==> src/rtl/neuron_layer_pkg.sv <==
// Shared types and constants for the neuron layer sequencer.
package neuron_layer_pkg;

    // Sequencer states
    typedef enum logic [1:0] {
        ST_IDLE  = 2'd0,
        ST_ISSUE = 2'd1,
        ST_WAIT  = 2'd2,
        ST_DONE  = 2'd3
    } state_t;

    // Default widths shared with the serial MAC
    localparam int unsigned DEF_X_W   = 8;
    localparam int unsigned DEF_W_W   = 8;
    localparam int unsigned DEF_B_W   = 32;
    localparam int unsigned DEF_OUT_W = 16;

    // Ceiling log2 for elaboration-time sizing
    function automatic int unsigned clog2(input int unsigned v);
        int unsigned r;
        int unsigned t;
        r = 0;
        t = 1;
        while (t < v) begin
            t = t << 1;
            r = r + 1;
        end
        return r;
    endfunction

endpackage

==> src/rtl/neuron_weight_bank.sv <==
// Per-neuron {bias, weight row} storage: one sync write port, one comb read port.
module neuron_weight_bank
    import neuron_layer_pkg::*;
#(
    parameter int unsigned NUM_INPUTS  = 8,
    parameter int unsigned NUM_NEURONS = 4,
    parameter int unsigned W_W         = DEF_W_W,
    parameter int unsigned B_W         = DEF_B_W,
    localparam int unsigned NIDX_W     = (NUM_NEURONS > 1) ? clog2(NUM_NEURONS) : 1,
    localparam int unsigned ROW_W      = NUM_INPUTS * W_W
) (
    input  logic              clk,
    input  logic              rst,
    input  logic              wr_en,
    input  logic [NIDX_W-1:0] wr_addr,
    input  logic [ROW_W-1:0]  wr_w,
    input  logic [B_W-1:0]    wr_bias,
    input  logic [NIDX_W-1:0] rd_addr,
    output logic [ROW_W-1:0]  rd_w,
    output logic [B_W-1:0]    rd_bias
);

    logic [ROW_W-1:0] w_q [NUM_NEURONS];
    logic [B_W-1:0]   b_q [NUM_NEURONS];
    logic             addr_ok;

    // Writes to addresses beyond the last neuron are dropped
    if ((2 ** NIDX_W) == NUM_NEURONS) begin : g_addr_full
        assign addr_ok = 1'b1;
    end else begin : g_addr_part
        assign addr_ok = (32'(wr_addr) < NUM_NEURONS);
    end

    // Row storage with asynchronous clear
    always_ff @(posedge clk or posedge rst) begin
        if (rst) begin
            for (int unsigned i = 0; i < NUM_NEURONS; i++) begin
                w_q[NIDX_W'(i)] <= '0;
                b_q[NIDX_W'(i)] <= '0;
            end
        end else if (wr_en && addr_ok) begin
            w_q[wr_addr] <= wr_w;
            b_q[wr_addr] <= wr_bias;
        end
    end

    assign rd_w    = w_q[rd_addr];
    assign rd_bias = b_q[rd_addr];

endmodule

==> src/rtl/neuron_layer_seq.sv <==
// Layer sequencer: feeds one serial MAC per neuron and assembles the layer result.
// Optional macro NEURON_LAYER_SEQ_TIMEOUT_EN enables the WAIT-state watchdog.
module neuron_layer_seq
    import neuron_layer_pkg::*;
#(
    parameter int unsigned NUM_INPUTS     = 8,
    parameter int unsigned NUM_NEURONS    = 4,
    parameter int unsigned X_W            = DEF_X_W,
    parameter int unsigned W_W            = DEF_W_W,
    parameter int unsigned B_W            = DEF_B_W,
    parameter int unsigned OUT_W          = DEF_OUT_W,
    parameter int unsigned TIMEOUT_CYCLES = 64,
    localparam int unsigned NIDX_W        = (NUM_NEURONS > 1) ? clog2(NUM_NEURONS) : 1,
    localparam int unsigned XV_W          = NUM_INPUTS * X_W,
    localparam int unsigned WV_W          = NUM_INPUTS * W_W,
    localparam int unsigned RES_W         = NUM_NEURONS * OUT_W
) (
    input  logic              clk,
    input  logic              rst,
    input  logic              wload_valid,
    output logic              wload_ready,
    input  logic [NIDX_W-1:0] wload_addr,
    input  logic [WV_W-1:0]   wload_w,
    input  logic [B_W-1:0]    wload_bias,
    input  logic              vec_valid,
    output logic              vec_ready,
    input  logic [XV_W-1:0]   vec_x,
    output logic              mac_in_valid,
    input  logic              mac_in_ready,
    output logic [B_W-1:0]    mac_bias,
    output logic [XV_W-1:0]   mac_x_flat,
    output logic [WV_W-1:0]   mac_w_flat,
    input  logic              mac_out_valid,
    input  logic [OUT_W-1:0]  mac_out_data,
    output logic              res_valid,
    input  logic              res_ready,
    output logic [RES_W-1:0]  res_data,
    output logic              busy,
    output logic              err_timeout
);

    state_t            state_q, state_d;
    logic [NIDX_W-1:0] n_q, n_d;
    logic [XV_W-1:0]   x_q;
    logic [RES_W-1:0]  res_q;
    logic              x_load;
    logic              slot_we;
    logic [OUT_W-1:0]  slot_data;
    logic              timeout_hit;
    logic              last_neuron;

    assign last_neuron = (n_q == NIDX_W'(NUM_NEURONS - 1));

    neuron_weight_bank #(
        .NUM_INPUTS  (NUM_INPUTS),
        .NUM_NEURONS (NUM_NEURONS),
        .W_W         (W_W),
        .B_W         (B_W)
    ) u_bank (
        .clk     (clk),
        .rst     (rst),
        .wr_en   (wload_valid && (state_q == ST_IDLE)),
        .wr_addr (wload_addr),
        .wr_w    (wload_w),
        .wr_bias (wload_bias),
        .rd_addr (n_q),
        .rd_w    (mac_w_flat),
        .rd_bias (mac_bias)
    );

`ifdef NEURON_LAYER_SEQ_TIMEOUT_EN
    localparam int unsigned TCNT_W = clog2(TIMEOUT_CYCLES) + 1;

    logic [TCNT_W-1:0] wait_cnt_q;
    logic              err_q;

    // A WAIT cycle that would be the TIMEOUT_CYCLES-th without a result fires the watchdog
    assign timeout_hit = (state_q == ST_WAIT) && !mac_out_valid &&
                         (wait_cnt_q == TCNT_W'(TIMEOUT_CYCLES - 1));

    // WAIT cycle counter (zero outside WAIT) and sticky timeout flag
    always_ff @(posedge clk or posedge rst) begin
        if (rst) begin
            wait_cnt_q <= '0;
            err_q      <= 1'b0;
        end else begin
            if (state_q != ST_WAIT) begin
                wait_cnt_q <= '0;
            end else if (!mac_out_valid) begin
                wait_cnt_q <= wait_cnt_q + TCNT_W'(1);
            end
            if (timeout_hit) begin
                err_q <= 1'b1;
            end
        end
    end

    assign err_timeout = err_q;
`else
    assign timeout_hit = 1'b0;
    assign err_timeout = 1'b0;
`endif

    // Next-state and datapath control
    always_comb begin
        state_d   = state_q;
        n_d       = n_q;
        x_load    = 1'b0;
        slot_we   = 1'b0;
        slot_data = '0;
        case (state_q)
            ST_IDLE: begin
                if (vec_valid) begin
                    x_load  = 1'b1;
                    n_d     = '0;
                    state_d = ST_ISSUE;
                end
            end
            ST_ISSUE: begin
                if (mac_in_ready) begin
                    state_d = ST_WAIT;
                end
            end
            ST_WAIT: begin
                if (mac_out_valid || timeout_hit) begin
                    slot_we   = 1'b1;
                    slot_data = mac_out_valid ? mac_out_data : '0;
                    if (last_neuron) begin
                        state_d = ST_DONE;
                    end else begin
                        n_d     = n_q + NIDX_W'(1);
                        state_d = ST_ISSUE;
                    end
                end
            end
            ST_DONE: begin
                if (res_ready) begin
                    state_d = ST_IDLE;
                end
            end
            default: state_d = ST_IDLE;
        endcase
    end

    // State, neuron index, activation latch and result slots
    always_ff @(posedge clk or posedge rst) begin
        if (rst) begin
            state_q <= ST_IDLE;
            n_q     <= '0;
            x_q     <= '0;
            res_q   <= '0;
        end else begin
            state_q <= state_d;
            n_q     <= n_d;
            if (x_load) begin
                x_q <= vec_x;
            end
            if (slot_we) begin
                res_q[n_q*OUT_W +: OUT_W] <= slot_data;
            end
        end
    end

    assign wload_ready  = (state_q == ST_IDLE);
    assign vec_ready    = (state_q == ST_IDLE);
    assign mac_in_valid = (state_q == ST_ISSUE);
    assign res_valid    = (state_q == ST_DONE);
    assign busy         = (state_q != ST_IDLE);
    assign mac_x_flat   = x_q;
    assign res_data     = res_q;

endmodule

==> config.mk <==
export PLATFORM = sky130hd
export DESIGN_NAME = neuron_layer_seq
export DESIGN_NICKNAME = d
export VERILOG_FILES = /design/src/rtl/neuron_layer_pkg.sv /design/src/rtl/neuron_weight_bank.sv /design/src/rtl/neuron_layer_seq.sv
export SDC_FILE = /design/constraint.sdc
export NUM_CORES = 1
export LEC_CHECK = 0
export CORE_AREA = 2 2 298 300
export DETAILED_ROUTE_END_ITERATION = 8
export DIE_AREA = 0 0 300 302
export PLACE_DENSITY = 0.46
export SYNTH_ARGS = -nofsm -noshare
export SYNTH_HDL_FRONTEND = slang
export SYNTH_HIERARCHICAL = 1
export SYNTH_SLANG_ARGS = --single-unit
==> constraint.sdc <==
create_clock -name clk -period 34.9 [get_ports clk]
set_clock_uncertainty 0.1 [all_clocks]
set_input_delay 8.725 -clock clk [delete_from_list [all_inputs] [get_ports clk]]
set_output_delay 8.725 -clock clk [all_outputs]
set_load 0.05 [all_outputs]
# ---- Yosys cells after proc, flatten, opt, wreduce, memory -nomap -nowiden
# Index checks and enable logic that the tools add are counted.
dict set report totals {
  inputBits 185
  out_inout_bits 230
  reg_bits 516
  elab_cells 66
}
dict set report classes {
  n_reduce_logical 7
  n_eq_ne 9
  shifts 2
  order_cmp 3
  mux 29
  n_addsub 2
  bitwise 2
}
# op n
set op_table {}
lappend op_table {{$bwmux W256} 1}
lappend op_table {{$mux W64} 3}
lappend op_table {{$bmux W64 S2} 1}
lappend op_table {{$bwmux W128} 1}
lappend op_table {{$demux W64 S2} 1}
lappend op_table {{$mux W32} 3}
lappend op_table {{$bmux W32 S2} 1}
lappend op_table {{$bwmux W64} 1}
lappend op_table {{$demux W32 S2} 1}
lappend op_table {{$shift A16 B34 Y64 const A} 1}
lappend op_table {{$shiftx A16 B34 Y64} 1}
lappend op_table {{$neg A6 Y34} 1}
lappend op_table {{$mux W16} 2}
lappend op_table {{$mux W2} 8}
lappend op_table {{$pmux W2 S4} 1}
lappend op_table {{$reduce_and A4 Y1} 2}
lappend op_table {{$eq A2 B2 Y1 const B} 3}
lappend op_table {{$ge A3 B3 Y1 const B} 2}
lappend op_table {{$ne A2 B2 Y1 const B} 3}
lappend op_table {{$not A2 Y3} 2}
lappend op_table {{$mux W1} 4}
lappend op_table {{$ne A2 B1 Y1 const B} 2}
lappend op_table {{$pmux W2 S2} 1}
lappend op_table {{$reduce_bool A2 Y1} 2}
lappend op_table {{5 further kinds} 6}

# ---- Longest topological paths before layout
# Gate-level depths: netlist (run 1).
dict set report depth {
  ltp_word 6
  mapped_depth 7
  depth_no_buf 5
}

# ---- By module
# The synthesis (run 1) kept the hierarchy.
# mod seq_area_each_um2 cells_each area_each_um2 instances
set by_module_without_submodules {}
lappend by_module_without_submodules {neuron_weight_bank 9609.2 931 16464.5 1}
lappend by_module_without_submodules {neuron_layer_seq 3303.2 360 5191.2 1}

# ---- Worst setup path after synthesis (run 1)
# No wires, ideal clock.
dict set report synth_path {
  path_kind {register to output}
  from {register n_q[0]}
  to {output mac_w_flat[11]}
  path_stages_with_launch 5
  arrival_ps 1841
  slack_ps 24234
  required_ps 26075
  n_path_buf 3
  path_cell_list {dfrtp_1 -> buf_2 -> buf_2 -> buf_4 -> mux4_2}
}
dict set report synth_between {
  elab_chain_len 4
}
# item line
set synth_rtl {}
lappend synth_rtl {{start: declaration} neuron_layer_seq.sv:43} ;# logic [NIDX_W-1:0] n_q, n_d;
lappend synth_rtl {{start signal: assignment} neuron_layer_seq.sv:154} ;# n_q <= n_d;
lappend synth_rtl {{$not A2 Y3 (not written as such)} neuron_weight_bank.sv:47} ;# assign rd_w = w_q[rd_addr];
lappend synth_rtl {{$bmux W64 S2} neuron_weight_bank.sv:47}
lappend synth_rtl {{$mux W64 (not written as such) (2 in a row)} neuron_weight_bank.sv:47}
lappend synth_rtl {{end: declaration} neuron_layer_seq.sv:32} ;# output logic [WV_W-1:0] mac_w_flat,
# Every way passes these cells. The select of a mux whose other input is x is not followed.

# ---- Worst setup path after layout (run 1)
dict set report layout_path {
  from {register n_q[1]}
  to {output mac_w_flat[6]}
}
# The elaborated chain is that of the path after synthesis.

==> impl_metrics.prom, run 1 <==
# TYPE chip_impl_metric gauge
chip_impl_info{name="outcome",value="finished clean"} 1
chip_impl_metric{name="tritoncts.num_buffers",unit=""} 60
chip_impl_metric{name="avgSynthCellArea",unit="µm²"} 16.77
chip_impl_metric{name="yosys.cell_types.count",unit=""} 35
chip_impl_info{name="layout.cells.most_common",value="sky130_fd_sc_hd__dfrtp_1"} 1
chip_impl_metric{name="synth_top_cell_area_share",unit=""} 0.5963
chip_impl_metric{name="setup_viol_count_final",unit=""} 0
chip_impl_metric{name="top_ports",unit=""} 415
chip_impl_metric{name="final-max-slew-violation-count",unit=""} 0
chip_impl_info{name="cts_root_buffer",value="sky130_fd_sc_hd__clkbuf_16"} 1
chip_impl_info{name="critical_path.endpoint",value="mac_w_flat[6]"} 1
chip_impl_metric{name="cts.repair_timing.setup_buffer_count",unit=""} 0
chip_impl_metric{name="place.gp.congestion",unit=""} 0.7848
chip_impl_metric{name="crit_path_max_fo",unit=""} 56
chip_impl_metric{name="num-nets-final",unit=""} 1885
chip_impl_metric{name="postCtsHoldBufs",unit=""} 0
chip_impl_metric{name="setup-tns-final",unit="ps"} 0
chip_impl_metric{name="synthesis.yosys.warnings",unit=""} 6
chip_impl_metric{name="synth.mux.area_fraction",unit=""} 0.3338
chip_impl_metric{name="floorplan.initialDensity",unit=""} 0.2473
chip_impl_metric{name="drt_pre_antenna_iters",unit=""} 4
chip_impl_metric{name="met1_usage",unit=""} 0.1719
chip_impl_metric{name="antenna_violating_nets_post_route",unit=""} 0
chip_impl_metric{name="synth_fp_nets",unit=""} 1481
chip_impl_metric{name="finalInstanceArea",unit="mm²"} 0.02885
chip_impl_metric{name="power-per-cell-area",unit="mW/mm²"} 104.4
chip_impl_info{name="cts_tree",value="done"} 1
chip_impl_metric{name="groute.usage.overall",unit=""} 0.1366
chip_impl_metric{name="synth_compound_gate_area_share",unit=""} 0.02548
chip_impl_metric{name="portBuffers",unit=""} 413
chip_impl_metric{name="grt_remaining_overflow",unit=""} 0
chip_impl_metric{name="first_global_vias",unit=""} 14254
chip_impl_metric{name="fp.dieW",unit="µm"} 300
chip_impl_metric{name="grt_pass1_wl",unit="mm"} 94.38
chip_impl_info{name="final_cell_mix",value="514 x sky130_fd_sc_hd__dfrtp_1, 413 x sky130_fd_sc_hd__clkdlybuf4s50_1, 344 x sky130_fd_sc_hd__mux2_2"} 1
chip_impl_metric{name="iteration_0_drc_markers",unit=""} 479
chip_impl_info{name="worstHoldPathType",value="reg2reg"} 1
chip_impl_metric{name="clk_path_buf_depth",unit=""} 3
chip_impl_metric{name="chipHeight",unit="µm"} 302
chip_impl_metric{name="vias",unit=""} 12836
chip_impl_info{name="rsz0062_at_grt",value="no"} 1
chip_impl_metric{name="final_period_minus_worst_setup_slack",unit="ps"} 12620
chip_impl_info{name="grt-busiest-layer",value="met2"} 1
chip_impl_metric{name="timing.critical_path.buf_inv",unit=""} 2
chip_impl_metric{name="numClockSinks",unit=""} 516
chip_impl_metric{name="final_hold_viol_count",unit=""} 0
chip_impl_metric{name="htreeDepth",unit=""} 2
chip_impl_metric{name="ir_worst_vdd",unit="µV"} 61.66
chip_impl_metric{name="worst-slew-pin-transition",unit="ps"} 1063
chip_impl_metric{name="timing.hold.worst_path_depth",unit=""} 1
chip_impl_info{name="setup.worst_path.class",value="reg2out"} 1
chip_impl_metric{name="drv.max_cap_violation_count",unit=""} 0
chip_impl_metric{name="areaGrowthSynthToFinish",unit="%"} 33.23
chip_impl_info{name="setup.worst_path.start_class",value="flop"} 1
chip_impl_metric{name="globalRouteMet2Util",unit=""} 0.2363
chip_impl_metric{name="timing.slew.headroom",unit=""} 0.2882
chip_impl_metric{name="post_synth_and_or_nand_nor_area_fraction",unit=""} 0.01745
chip_impl_metric{name="drc_errors",unit=""} 0
chip_impl_metric{name="synth_sequential_area_ratio",unit=""} 0.5963
chip_impl_metric{name="synthXorXnorAreaFrac",unit=""} 0
chip_impl_info{name="critical_path.startpoint",value="n_q[1]$_DFFE_PP0P_"} 1
chip_impl_metric{name="routing_usage_on_met3",unit=""} 0.03268
chip_impl_metric{name="dieArea",unit="mm²"} 0.09060
chip_impl_info{name="synth.largest_area_cell",value="sky130_fd_sc_hd__dfrtp_1"} 1
chip_impl_metric{name="placementRows",unit=""} 109
chip_impl_metric{name="fin_crit_sh",unit=""} 0.3616
chip_impl_info{name="timing.critical_path.slowest_stage_cell",value="sky130_fd_sc_hd__dfrtp_4"} 1
chip_impl_metric{name="worst_skew_pair_later_pin_latency",unit="ps"} 610
chip_impl_metric{name="antenna_found_initial",unit=""} 8
chip_impl_metric{name="synth_cells",unit=""} 1291
chip_impl_info{name="worstSetupEndpointType",value="output port"} 1
chip_impl_info{name="worst_r2r_startpoint",value="n_q[0]$_DFFE_PP0P_"} 1
chip_impl_metric{name="total_leakage_power",unit="nW"} 11.78
chip_impl_metric{name="worst-endpoint-required",unit="ps"} 26080
chip_impl_metric{name="largest_net_degree_at_the_start_of_global_routing",unit=""} 177
chip_impl_metric{name="synth_adder_area_share",unit=""} 0.002889
chip_impl_info{name="crit_path_cells",value="buf_4 > mux4_2 > clkdlybuf4s50_1"} 1
chip_impl_metric{name="fillers",unit=""} 8567
chip_impl_info{name="timing.rr.end",value="res_data[22]$_DFFE_PP0P_"} 1
chip_impl_metric{name="post_dp_cell_area",unit="mm²"} 0.02691
chip_impl_metric{name="setup.reg_to_reg.worst_slack",unit="ps"} 31170
chip_impl_metric{name="hpwlAfterDp",unit="mm"} 41.24
chip_impl_metric{name="core-area",unit="mm²"} 0.08756
chip_impl_metric{name="timing.reg2reg.worst_path_depth",unit=""} 6
chip_impl_info{name="dominant_combinational_cell_family_by_area_after_synthesis",value="multiplexers"} 1
chip_impl_metric{name="final_layout_size_suffix_gt1_frac",unit=""} 0.3207
chip_impl_metric{name="wire_per_inst",unit="µm"} 21.42
chip_impl_info{name="synth_top_cells_by_area",value="sky130_fd_sc_hd__dfrtp_1 60%, sky130_fd_sc_hd__mux2_2 18%, sky130_fd_sc_hd__mux4_2 10%, sky130_fd_sc_hd__mux2_1 5.5%, sky130_fd_sc_hd__a22o_1 2.0%"} 1
chip_impl_metric{name="path_clk_slew",unit="ps"} 60
chip_impl_metric{name="synthesis_stage_register_bit_count",unit=""} 516
chip_impl_metric{name="routed_wl",unit="mm"} 62.28
chip_impl_metric{name="critical-path-max-stage-delay",unit="ps"} 960
chip_impl_metric{name="worstSetupPathDepth",unit=""} 3
chip_impl_metric{name="post_drt_via_cell_ratio",unit=""} 4.416
chip_impl_metric{name="syn-cell-area",unit="mm²"} 0.02166
chip_impl_info{name="critical-path-top-delay-family",value="buffers and inverters"} 1
chip_impl_metric{name="post_cts_resized",unit=""} 0
chip_impl_metric{name="maxClockFrequency",unit="MHz"} 79.25
chip_impl_metric{name="cp_data_arrival_time",unit="ps"} 3790
## routing by layer
layer / up-vias / share of wire
li1: 5602 / -
met1: 6908 / 0.43
met2: 235 / 0.50
met3: 79 / 0.047
met4: 12 / 0.020
met5: - / 0.0012
## sequential cells by signal, indices dropped and copies added (netlist names)
signal and count:
state_q 2, mac_x_flat 64, u_bank/w_q 256, res_data 64, u_bank/b_q 128, n_q 2
## how the worst min path moves through the flow
stage,from,end
final,u_bank/w_q[217]$_DFFE_PP0P_,u_bank/w_q[217]$_DFFE_PP0P_
after global routing,u_bank/w_q[208]$_DFFE_PP0P_,u_bank/w_q[208]$_DFFE_PP0P_
after CTS,u_bank/w_q[216]$_DFFE_PP0P_,u_bank/w_q[216]$_DFFE_PP0P_
after detailed placement,mac_x_flat[24]$_DFFE_PP0P_,mac_x_flat[24]$_DFFE_PP0P_
after global placement,u_bank/w_q[216]$_DFFE_PP0P_,u_bank/w_q[216]$_DFFE_PP0P_
after floorplan,u_bank/w_q[192]$_DFFE_PP0P_,u_bank/w_q[192]$_DFFE_PP0P_
## kinds of logic (layout without fill, tap and decap cells)
family,count (synthesis),count (layout)
AOI/OAI and AO/OA,72,72
adders and majority gates,5,5
other,1,3
and+or+nand+nor,59,59
buffers and inverters,92,541
DFF,516,516
muxes,546,546
## report_power, final
group	internal, mW	total [mW]	switching [mW]
clock	0.365	0.618	0.253
sequential	0.870	1.02	0.150
combinational	0.586	1.38	0.789
total	1.82	3.01	1.19
## cells in the mapped netlist
cell type	count
sky130_fd_sc_hd__mux4_2	96
sky130_fd_sc_hd__o21ai_1	16
sky130_fd_sc_hd__inv_2	1
sky130_fd_sc_hd__buf_4	23
sky130_fd_sc_hd__dfrtp_1	516
sky130_fd_sc_hd__and4bb_1	1
sky130_fd_sc_hd__o22ai_1	1
sky130_fd_sc_hd__nand2_1	32
sky130_fd_sc_hd__mux2i_1	1
sky130_fd_sc_hd__nand3b_1	2
sky130_fd_sc_hd__inv_1	4
sky130_fd_sc_hd__nand2b_1	1
sky130_fd_sc_hd__buf_6	4
sky130_fd_sc_hd__nor2_1	3
sky130_fd_sc_hd__or3b_1	1
sky130_fd_sc_hd__clkbuf_1	13
sky130_fd_sc_hd__and4b_1	1
sky130_fd_sc_hd__nor2_2	1
sky130_fd_sc_hd__nand4b_1	2
sky130_fd_sc_hd__nor3b_2	1
sky130_fd_sc_hd__nand3_1	2
sky130_fd_sc_hd__conb_1	1
sky130_fd_sc_hd__o21ai_0	4
sky130_fd_sc_hd__a22o_1	50
sky130_fd_sc_hd__ha_1	5
sky130_fd_sc_hd__mux2_1	105
sky130_fd_sc_hd__nor4b_4	2
sky130_fd_sc_hd__and4_1	1
sky130_fd_sc_hd__nand4b_4	2
sky130_fd_sc_hd__o21bai_1	1
sky130_fd_sc_hd__mux2_2	344
sky130_fd_sc_hd__clkinv_1	1
sky130_fd_sc_hd__and2_1	3
sky130_fd_sc_hd__buf_2	46
sky130_fd_sc_hd__nor2b_1	4
## final cells by class
cell class,count,area (µm²),share of cell area
tap,1165,1458,0.05052
multi-input combinational,683,8244,0.2857
clock buffer,86,1689,0.05854
sequential,516,12920,0.4478
clock inverter,21,245.2,0.008500
inverter,6,32.53,0.001127
antenna,2,5.005,0.0001735
timing repair buffer,428,4259,0.1476
## stage by stage
step                power [mW]  setup slack, ps  utilization  instances  hold WS [ps]
CTS                      3.067            22180       0.3295       2905         386.8
global route             3.167            22090       0.3295       2907         399.7
floorplan                1.960            15400            -       1291         353.3
global placement         2.406            22900       0.3074       2798         364.5
finish                   3.013            22280       0.3295       2907         380.1
detailed placement       2.427            22890       0.3074       2798         373.7
Power figures use the tool's default switching activity.
==> inputs of run 2 (changes only) <==
--- a/config.mk
+++ b/config.mk
@@ -8,7 +8,7 @@
 export CORE_AREA = 2 2 298 300
 export DETAILED_ROUTE_END_ITERATION = 8
 export DIE_AREA = 0 0 300 302
-export PLACE_DENSITY = 0.46
+export PLACE_DENSITY = 0.48
 export SYNTH_ARGS = -nofsm -noshare
 export SYNTH_HDL_FRONTEND = slang
 export SYNTH_HIERARCHICAL = 1
==> constraint.sdc (replaced) <==
create_clock -name clk -period 11.3 [get_ports clk]
set_clock_uncertainty 0.1 [all_clocks]
set_input_delay 2.825 -clock clk [delete_from_list [all_inputs] [get_ports clk]]
set_output_delay 2.825 -clock clk [all_outputs]
set_load 0.05 [all_outputs]
==> run 2 against run 1 <==
Total power grew to 3.1 times the previous value. Setup slack worse by 18000 ps. Sequential share of layout area is 0.17 points lower. Non-clock buffer count is 2 higher. Via count is 0.14% higher. Sequential power grew to 3.1 times the previous value. Core utilization is 0.13 points higher. First-iteration DRC count is 22% higher. Cell count is 0.38% higher. Clock power grew to 3.2 times the previous value. Final area is 0.39% higher. Hold slack hardly changed. Highest routed layer unchanged.
==> impl_metrics.prom, run 2 (synthesized netlist as in run 1, its figures left out) <==
# TYPE chip_impl_metric gauge
chip_impl_info{name="outcome",value="finished clean"} 1
chip_impl_metric{name="timing.reg2reg.worst_path_depth",unit=""} 6
chip_impl_metric{name="fin_crit_sh",unit=""} 0.5986
chip_impl_metric{name="antenna_found_initial",unit=""} 5
chip_impl_metric{name="largest_net_degree_at_the_start_of_global_routing",unit=""} 177
chip_impl_metric{name="routed_wl",unit="mm"} 61.76
chip_impl_metric{name="post-place-ws",unit="ps"} 5055
chip_impl_metric{name="fp.dieW",unit="µm"} 300
chip_impl_metric{name="worst-slew-pin-transition",unit="ps"} 1157
chip_impl_info{name="cts_root_buffer",value="sky130_fd_sc_hd__clkbuf_16"} 1
chip_impl_metric{name="worst-endpoint-required",unit="ps"} 8380
chip_impl_metric{name="first_global_vias",unit=""} 13905
chip_impl_metric{name="drv.max_cap_violation_count",unit=""} 0
chip_impl_metric{name="top_ports",unit=""} 415
chip_impl_metric{name="final_period_minus_worst_setup_slack",unit="ps"} 6764
chip_impl_metric{name="ir_worst_vdd",unit="µV"} 179.4
chip_impl_metric{name="power-per-cell-area",unit="mW/mm²"} 323.9
chip_impl_metric{name="grt_remaining_overflow",unit=""} 0
chip_impl_info{name="timing.rr.end",value="res_data[32]$_DFFE_PP0P_"} 1
chip_impl_metric{name="p_total",unit="mW"} 9.382
chip_impl_metric{name="post_drt_via_cell_ratio",unit=""} 4.405
chip_impl_metric{name="vias",unit=""} 12854
chip_impl_info{name="cts_tree",value="done"} 1
chip_impl_metric{name="final_layout_size_suffix_gt1_frac",unit=""} 0.3236
chip_impl_metric{name="cp_data_arrival_time",unit="ps"} 3840
chip_impl_metric{name="postCtsHoldBufs",unit=""} 0
chip_impl_metric{name="maxClockFrequency",unit="MHz"} 147.8
chip_impl_metric{name="timing.slew.headroom",unit=""} 0.2252
chip_impl_info{name="rsz0062_at_grt",value="no"} 1
chip_impl_info{name="setup.worst_path.class",value="reg2out"} 1
chip_impl_metric{name="setup_viol_count_final",unit=""} 0
chip_impl_metric{name="clk_path_buf_depth",unit=""} 3
chip_impl_metric{name="grt_pass1_wl",unit="mm"} 93.27
chip_impl_metric{name="final-max-slew-violation-count",unit=""} 0
chip_impl_info{name="setup.worst_path.start_class",value="flop"} 1
chip_impl_metric{name="groute.usage.overall",unit=""} 0.1352
chip_impl_info{name="layout.cells.most_common",value="sky130_fd_sc_hd__dfrtp_1"} 1
chip_impl_metric{name="setup-tns-final",unit="ps"} 0
chip_impl_metric{name="worst_skew_pair_later_pin_latency",unit="ps"} 610
chip_impl_metric{name="num-nets-final",unit=""} 1888
chip_impl_metric{name="floorplan.initialDensity",unit=""} 0.2473
chip_impl_info{name="worstHoldPathType",value="reg2reg"} 1
chip_impl_metric{name="flip_flop_count_of_the_largest_register_all_copies_and_words_added",unit=""} 256
chip_impl_metric{name="total_leakage_power",unit="nW"} 11.83
chip_impl_metric{name="iteration_0_drc_markers",unit=""} 586
chip_impl_info{name="worst_r2r_startpoint",value="n_q[0]$_DFFE_PP0P_"} 1
chip_impl_metric{name="drt_pre_antenna_iters",unit=""} 4
chip_impl_metric{name="wire_per_inst",unit="µm"} 21.17
chip_impl_metric{name="portBuffers",unit=""} 413
chip_impl_metric{name="cts.repair_timing.setup_buffer_count",unit=""} 0
chip_impl_info{name="whs_endpoint",value="u_bank/w_q[223]$_DFFE_PP0P_"} 1
chip_impl_metric{name="path_clk_slew",unit="ps"} 60
chip_impl_metric{name="crit_path_max_fo",unit=""} 38
chip_impl_metric{name="utilization",unit=""} 0.3308
chip_impl_metric{name="timing.hold.worst_path_depth",unit=""} 1
chip_impl_info{name="layout_top_registers",value="u_bank/w_q: 256 flops, u_bank/b_q: 128 flops"} 1
chip_impl_metric{name="core-area",unit="mm²"} 0.08756
chip_impl_metric{name="antenna_violating_nets_post_route",unit=""} 0
chip_impl_metric{name="postLayoutSetupSlackWorst",unit="ps"} 4536
chip_impl_metric{name="areaGrowthSynthToFinish",unit="%"} 33.75
chip_impl_metric{name="placementRows",unit=""} 109
chip_impl_info{name="final_cell_mix",value="514 x sky130_fd_sc_hd__dfrtp_1, 413 x sky130_fd_sc_hd__clkdlybuf4s50_1, 344 x sky130_fd_sc_hd__mux2_2"} 1
chip_impl_metric{name="fillers",unit=""} 8618
chip_impl_metric{name="numClockSinks",unit=""} 516
chip_impl_metric{name="place.gp.congestion",unit=""} 0.7963
chip_impl_info{name="worst_hold_startpoint",value="u_bank/w_q[223]$_DFFE_PP0P_"} 1
chip_impl_metric{name="setup.reg_to_reg.worst_slack",unit="ps"} 7350
chip_impl_metric{name="final_hold_viol_count",unit=""} 0
chip_impl_metric{name="post_cts_resized",unit=""} 0
chip_impl_info{name="worstSetupEndpointType",value="output port"} 1
chip_impl_metric{name="tritoncts.num_buffers",unit=""} 61
chip_impl_metric{name="chipHeight",unit="µm"} 302
chip_impl_info{name="regMostFlops",value="u_bank/w_q"} 1
chip_impl_metric{name="hpwlAfterDp",unit="mm"} 40.15
chip_impl_metric{name="htreeDepth",unit=""} 2
chip_impl_metric{name="dieArea",unit="mm²"} 0.09060
chip_impl_metric{name="drc_errors",unit=""} 0
## run 2: changes by cell type in the layout (fill, tap and decap cells not counted), moves of 2 or more
cell,delta
sky130_fd_sc_hd__buf_4,+2
sky130_fd_sc_hd__clkbuf_16,+3
sky130_fd_sc_hd__clkbuf_8,+3
sky130_fd_sc_hd__clkinvlp_4,+2
sky130_fd_sc_hd__diode_2,+2
## run 2: how the worst max path moves through the flow
stage                        from                        end
3_5_place_dp   n_q[0]$_DFFE_PP0P_               mac_bias[22]
3_3_place_gp   n_q[0]$_DFFE_PP0P_               mac_bias[17]
6_report       n_q[0]$_DFFE_PP0P_               mac_bias[22]
5_1_grt        n_q[0]$_DFFE_PP0P_               mac_bias[24]
4_1_cts        n_q[0]$_DFFE_PP0P_               mac_bias[22]
2_1_floorplan                 rst  u_bank/b_q[0]$_DFFE_PP0P_
## run 2: per-stage QoR
step                std cells  instance area (µm²)  hold WS (ps)
finish                   2918                28970         380.3
CTS                      2914                28960         387.5
detailed placement       2800                26920         369.7
floorplan                1291                21660         353.3
global route             2917                28960         397.0
global placement         2800                26920         362.6
## run 2: layer usage
layer | vias to the layer above | GRT usage | share of wire
li1 | 5627 | - | -
met1 | 6874 | 0.1782 | 0.43
met2 | 259 | 0.2226 | 0.49
met3 | 90 | 0.03031 | 0.049
met4 | 4 | 0.03988 | 0.023
met5 | - | 0 | 0.00029
## run 2: cell type report
class / count / area [µm²] / share of cell area
antenna: 4 / 10.01 / 0.0003456
clock buffer: 93 / 1809 / 0.06246
clock inverter: 21 / 221.5 / 0.007646
inverter: 6 / 28.78 / 0.0009935
multi-input combinational: 683 / 8244 / 0.2846
sequential: 516 / 12920 / 0.4460
tap: 1165 / 1458 / 0.05032
timing repair buffer: 430 / 4274 / 0.1476
## run 2: critical path, cell delays in order (launching register included)
cell and delay, ps:
sky130_fd_sc_hd__dfrtp_4 1000, sky130_fd_sc_hd__buf_4 710, sky130_fd_sc_hd__mux4_2 620, sky130_fd_sc_hd__clkdlybuf4s50_1 760
## run 2: power breakdown
group,switching [mW],internal (mW),total (mW)
logic,2.43,1.81,4.24
clock network,0.793,1.19,1.98
registers,0.476,2.69,3.16
==> inputs of run 3 (changes only) <==
--- a/config.mk
+++ b/config.mk
@@ -8,7 +8,7 @@
 export CORE_AREA = 2 2 298 300
 export DETAILED_ROUTE_END_ITERATION = 8
 export DIE_AREA = 0 0 300 302
-export PLACE_DENSITY = 0.48
+export PLACE_DENSITY = 0.46
 export SYNTH_ARGS = -nofsm -noshare
 export SYNTH_HDL_FRONTEND = slang
 export SYNTH_HIERARCHICAL = 1
==> constraint.sdc (replaced) <==
create_clock -name clk -period 6.6 [get_ports clk]
set_clock_uncertainty 0.1 [all_clocks]
set_input_delay 1.65 -clock clk [delete_from_list [all_inputs] [get_ports clk]]
set_output_delay 1.65 -clock clk [all_outputs]
set_load 0.05 [all_outputs]
==> run 3 against run 2 <==
Combinational power up 73%. Total power up 74%. Highest routed layer unchanged. Non-clock buffer count up 3. Cell count up 0.17%. Critical path type unchanged.
==> impl_metrics.prom, run 3 (synthesized netlist as in run 1, its figures left out) <==
# TYPE chip_impl_metric gauge
chip_impl_info{name="top_signal_layer_used",value="met5"} 1
chip_impl_metric{name="timing.hold.worst_path_depth",unit=""} 2
chip_impl_metric{name="ir_worst_vdd",unit="µV"} 338.0
chip_impl_metric{name="setup.reg_to_reg.worst_slack",unit="ps"} 3270
chip_impl_metric{name="groute.usage.overall",unit=""} 0.1387
chip_impl_metric{name="post_cts_resized",unit=""} 0
chip_impl_metric{name="power-per-cell-area",unit="mW/mm²"} 557.6
chip_impl_metric{name="final_period_minus_worst_setup_slack",unit="ps"} 4962
chip_impl_info{name="setup.worst_path.class",value="reg2out"} 1
chip_impl_metric{name="routed-wl-met2",unit="mm"} 31.27
chip_impl_metric{name="routedLengthMet1",unit="mm"} 26.97
chip_impl_metric{name="final_hold_viol_count",unit=""} 0
chip_impl_metric{name="placementRows",unit=""} 109
chip_impl_metric{name="final-max-slew-violation-count",unit=""} 0
chip_impl_metric{name="maxClockFrequency",unit="MHz"} 201.6
chip_impl_metric{name="setup_viol_count_final",unit=""} 0
chip_impl_metric{name="clk_path_buf_depth",unit=""} 3
chip_impl_info{name="worstHoldPathType",value="reg2reg"} 1
chip_impl_metric{name="worst_skew_pair_later_pin_latency",unit="ps"} 610
chip_impl_metric{name="largest_net_degree_at_the_start_of_global_routing",unit=""} 165
chip_impl_metric{name="num-nets-final",unit=""} 1897
chip_impl_metric{name="fp.dieW",unit="µm"} 300
chip_impl_metric{name="p_total",unit="mW"} 16.28
chip_impl_metric{name="timing.slew.headroom",unit=""} 0.2536
chip_impl_metric{name="path_clk_slew",unit="ps"} 60
chip_impl_info{name="cts_tree",value="done"} 1
chip_impl_metric{name="iteration_0_drc_markers",unit=""} 532
chip_impl_metric{name="post_drt_via_cell_ratio",unit=""} 4.431
chip_impl_info{name="worstSetupEndpointType",value="output port"} 1
chip_impl_metric{name="htreeDepth",unit=""} 3
chip_impl_metric{name="dieArea",unit="mm²"} 0.09060
chip_impl_metric{name="multi_input_logic_area",unit="mm²"} 0.008244
chip_impl_metric{name="first_global_vias",unit=""} 14117
chip_impl_info{name="rsz0062_at_grt",value="no"} 1
chip_impl_metric{name="numClockSinks",unit=""} 516
chip_impl_metric{name="chipHeight",unit="µm"} 302
chip_impl_metric{name="vias",unit=""} 12951
chip_impl_info{name="layout.cells.most_common",value="sky130_fd_sc_hd__dfrtp_1"} 1
chip_impl_metric{name="post_dp_cell_area",unit="mm²"} 0.02702
chip_impl_metric{name="total_leakage_power",unit="nW"} 11.94
chip_impl_info{name="outcome",value="finished clean"} 1
chip_impl_metric{name="place.gp.congestion",unit=""} 0.7637
chip_impl_metric{name="wire_per_inst",unit="µm"} 21.55
chip_impl_metric{name="timing.reg2reg.worst_path_depth",unit=""} 5
chip_impl_metric{name="fin_crit_sh",unit=""} 0.7517
chip_impl_metric{name="final_layout_size_suffix_gt1_frac",unit=""} 0.3276
chip_impl_metric{name="drt_pre_antenna_iters",unit=""} 4
chip_impl_metric{name="tritoncts.num_buffers",unit=""} 67
chip_impl_metric{name="antenna_found_initial",unit=""} 5
chip_impl_metric{name="routed_wl",unit="mm"} 62.99
chip_impl_info{name="regMostFlops",value="u_bank/w_q"} 1
chip_impl_metric{name="core-area",unit="mm²"} 0.08756
chip_impl_metric{name="portBuffers",unit=""} 413
chip_impl_metric{name="cp_data_arrival_time",unit="ps"} 3210
chip_impl_metric{name="drc_errors",unit=""} 0
chip_impl_metric{name="antenna_violating_nets_post_route",unit=""} 0
chip_impl_metric{name="top_ports",unit=""} 415
chip_impl_metric{name="wl_met3",unit="mm"} 3.315
chip_impl_metric{name="worst-slew-pin-transition",unit="ps"} 1120
chip_impl_metric{name="floorplan.initialDensity",unit=""} 0.2473
chip_impl_info{name="layout_top_registers",value="u_bank/w_q: 256 flops, u_bank/b_q: 128 flops"} 1
chip_impl_metric{name="flip_flop_count_of_the_largest_register_all_copies_and_words_added",unit=""} 256
chip_impl_metric{name="crit_path_max_fo",unit=""} 49
chip_impl_metric{name="drv.max_cap_violation_count",unit=""} 0
chip_impl_metric{name="grt_remaining_overflow",unit=""} 0
chip_impl_metric{name="finalInstanceArea",unit="mm²"} 0.02921
chip_impl_info{name="setup.worst_path.start_class",value="flop"} 1
chip_impl_info{name="final_cell_mix",value="514 x sky130_fd_sc_hd__dfrtp_1, 413 x sky130_fd_sc_hd__clkdlybuf4s50_1, 344 x sky130_fd_sc_hd__mux2_2"} 1
chip_impl_metric{name="hpwlAfterDp",unit="mm"} 40.72
chip_impl_metric{name="grt_pass1_wl",unit="mm"} 94.47
chip_impl_metric{name="cts.repair_timing.setup_buffer_count",unit=""} 0
chip_impl_metric{name="worst-endpoint-required",unit="ps"} 4850
chip_impl_info{name="cts_root_buffer",value="sky130_fd_sc_hd__clkbuf_16"} 1
chip_impl_metric{name="fillers",unit=""} 8595
chip_impl_metric{name="postCtsHoldBufs",unit=""} 0
chip_impl_metric{name="areaGrowthSynthToFinish",unit="%"} 34.87
chip_impl_metric{name="ff_latch_area",unit="mm²"} 0.01292
==> run 3: cell count changes in the layout (fill, tap and decap cells not counted) <==
cell / change
sky130_fd_sc_hd__buf_12: +6
sky130_fd_sc_hd__buf_4: -3
sky130_fd_sc_hd__bufinv_16: -1
sky130_fd_sc_hd__clkbuf_1: -3
sky130_fd_sc_hd__clkbuf_16: +4
sky130_fd_sc_hd__clkinv_2: -2
sky130_fd_sc_hd__clkinv_8: +4
sky130_fd_sc_hd__clkinvlp_4: -1
sky130_fd_sc_hd__diode_2: -1
sky130_fd_sc_hd__inv_16: +2
==> run 3: final timing paths <==
kind	to	from
setup / recovery	mac_w_flat[50]	n_q[1]$_DFFE_PP0P_
hold / removal	res_data[49]$_DFFE_PP0P_	res_data[49]$_DFFE_PP0P_
setup reg to reg	u_bank/w_q[51]$_DFFE_PP0P_	state_q[1]$_DFFE_PP0P_
hold reg to reg	res_data[49]$_DFFE_PP0P_	res_data[49]$_DFFE_PP0P_
max in group asynchronous	u_bank/w_q[16]$_DFFE_PP0P_	rst
min in group asynchronous	u_bank/w_q[253]$_DFFE_PP0P_	rst
==> run 3: layer usage <==
layer | up-vias | global-route usage
li1 | 5659 | -
met1 | 6950 | 0.1746
met2 | 252 | 0.2330
met3 | 86 | 0.03677
met4 | 4 | 0.04202
met5 | - | 0
==> run 3: final cells by class <==
cell class | count | share of cell area
sequential | 516 | 0.4424
multi-input combinational | 683 | 0.2823
timing repair buffer | 433 | 0.1497
clock buffer | 94 | 0.06499
tap | 1165 | 0.04991
clock inverter | 23 | 0.009553
inverter | 6 | 0.0009853
antenna | 3 | 0.0002570
==> run 3: through the flow <==
stage,setup TNS [ps],std cells,setup slack (ps),utilization,hold WS (ps)
3_5_place_dp,0,2803,2113,0.3086,371.8
6_report,0,2923,1638,0.3336,380.6
5_1_grt,0,2922,1474,0.3335,395.2
4_1_cts,0,2920,1493,0.3335,387.1
2_1_floorplan,-119800,1291,-312.0,-,353.3
3_3_place_gp,0,2803,2108,0.3086,362.7
==> run 3: critical path: stages, from the launching register on <==
cell and delay [ps]:
sky130_fd_sc_hd__dfrtp_4 1020, sky130_fd_sc_hd__buf_4 450, sky130_fd_sc_hd__mux4_2 370, sky130_fd_sc_hd__clkdlybuf4s50_1 740
==> run 3: power breakdown <==
part	internal [mW]	total (mW)	switching, mW
clock	2.14	3.59	1.45
sequential	4.60	5.35	0.749
combinational	3.12	7.34	4.22
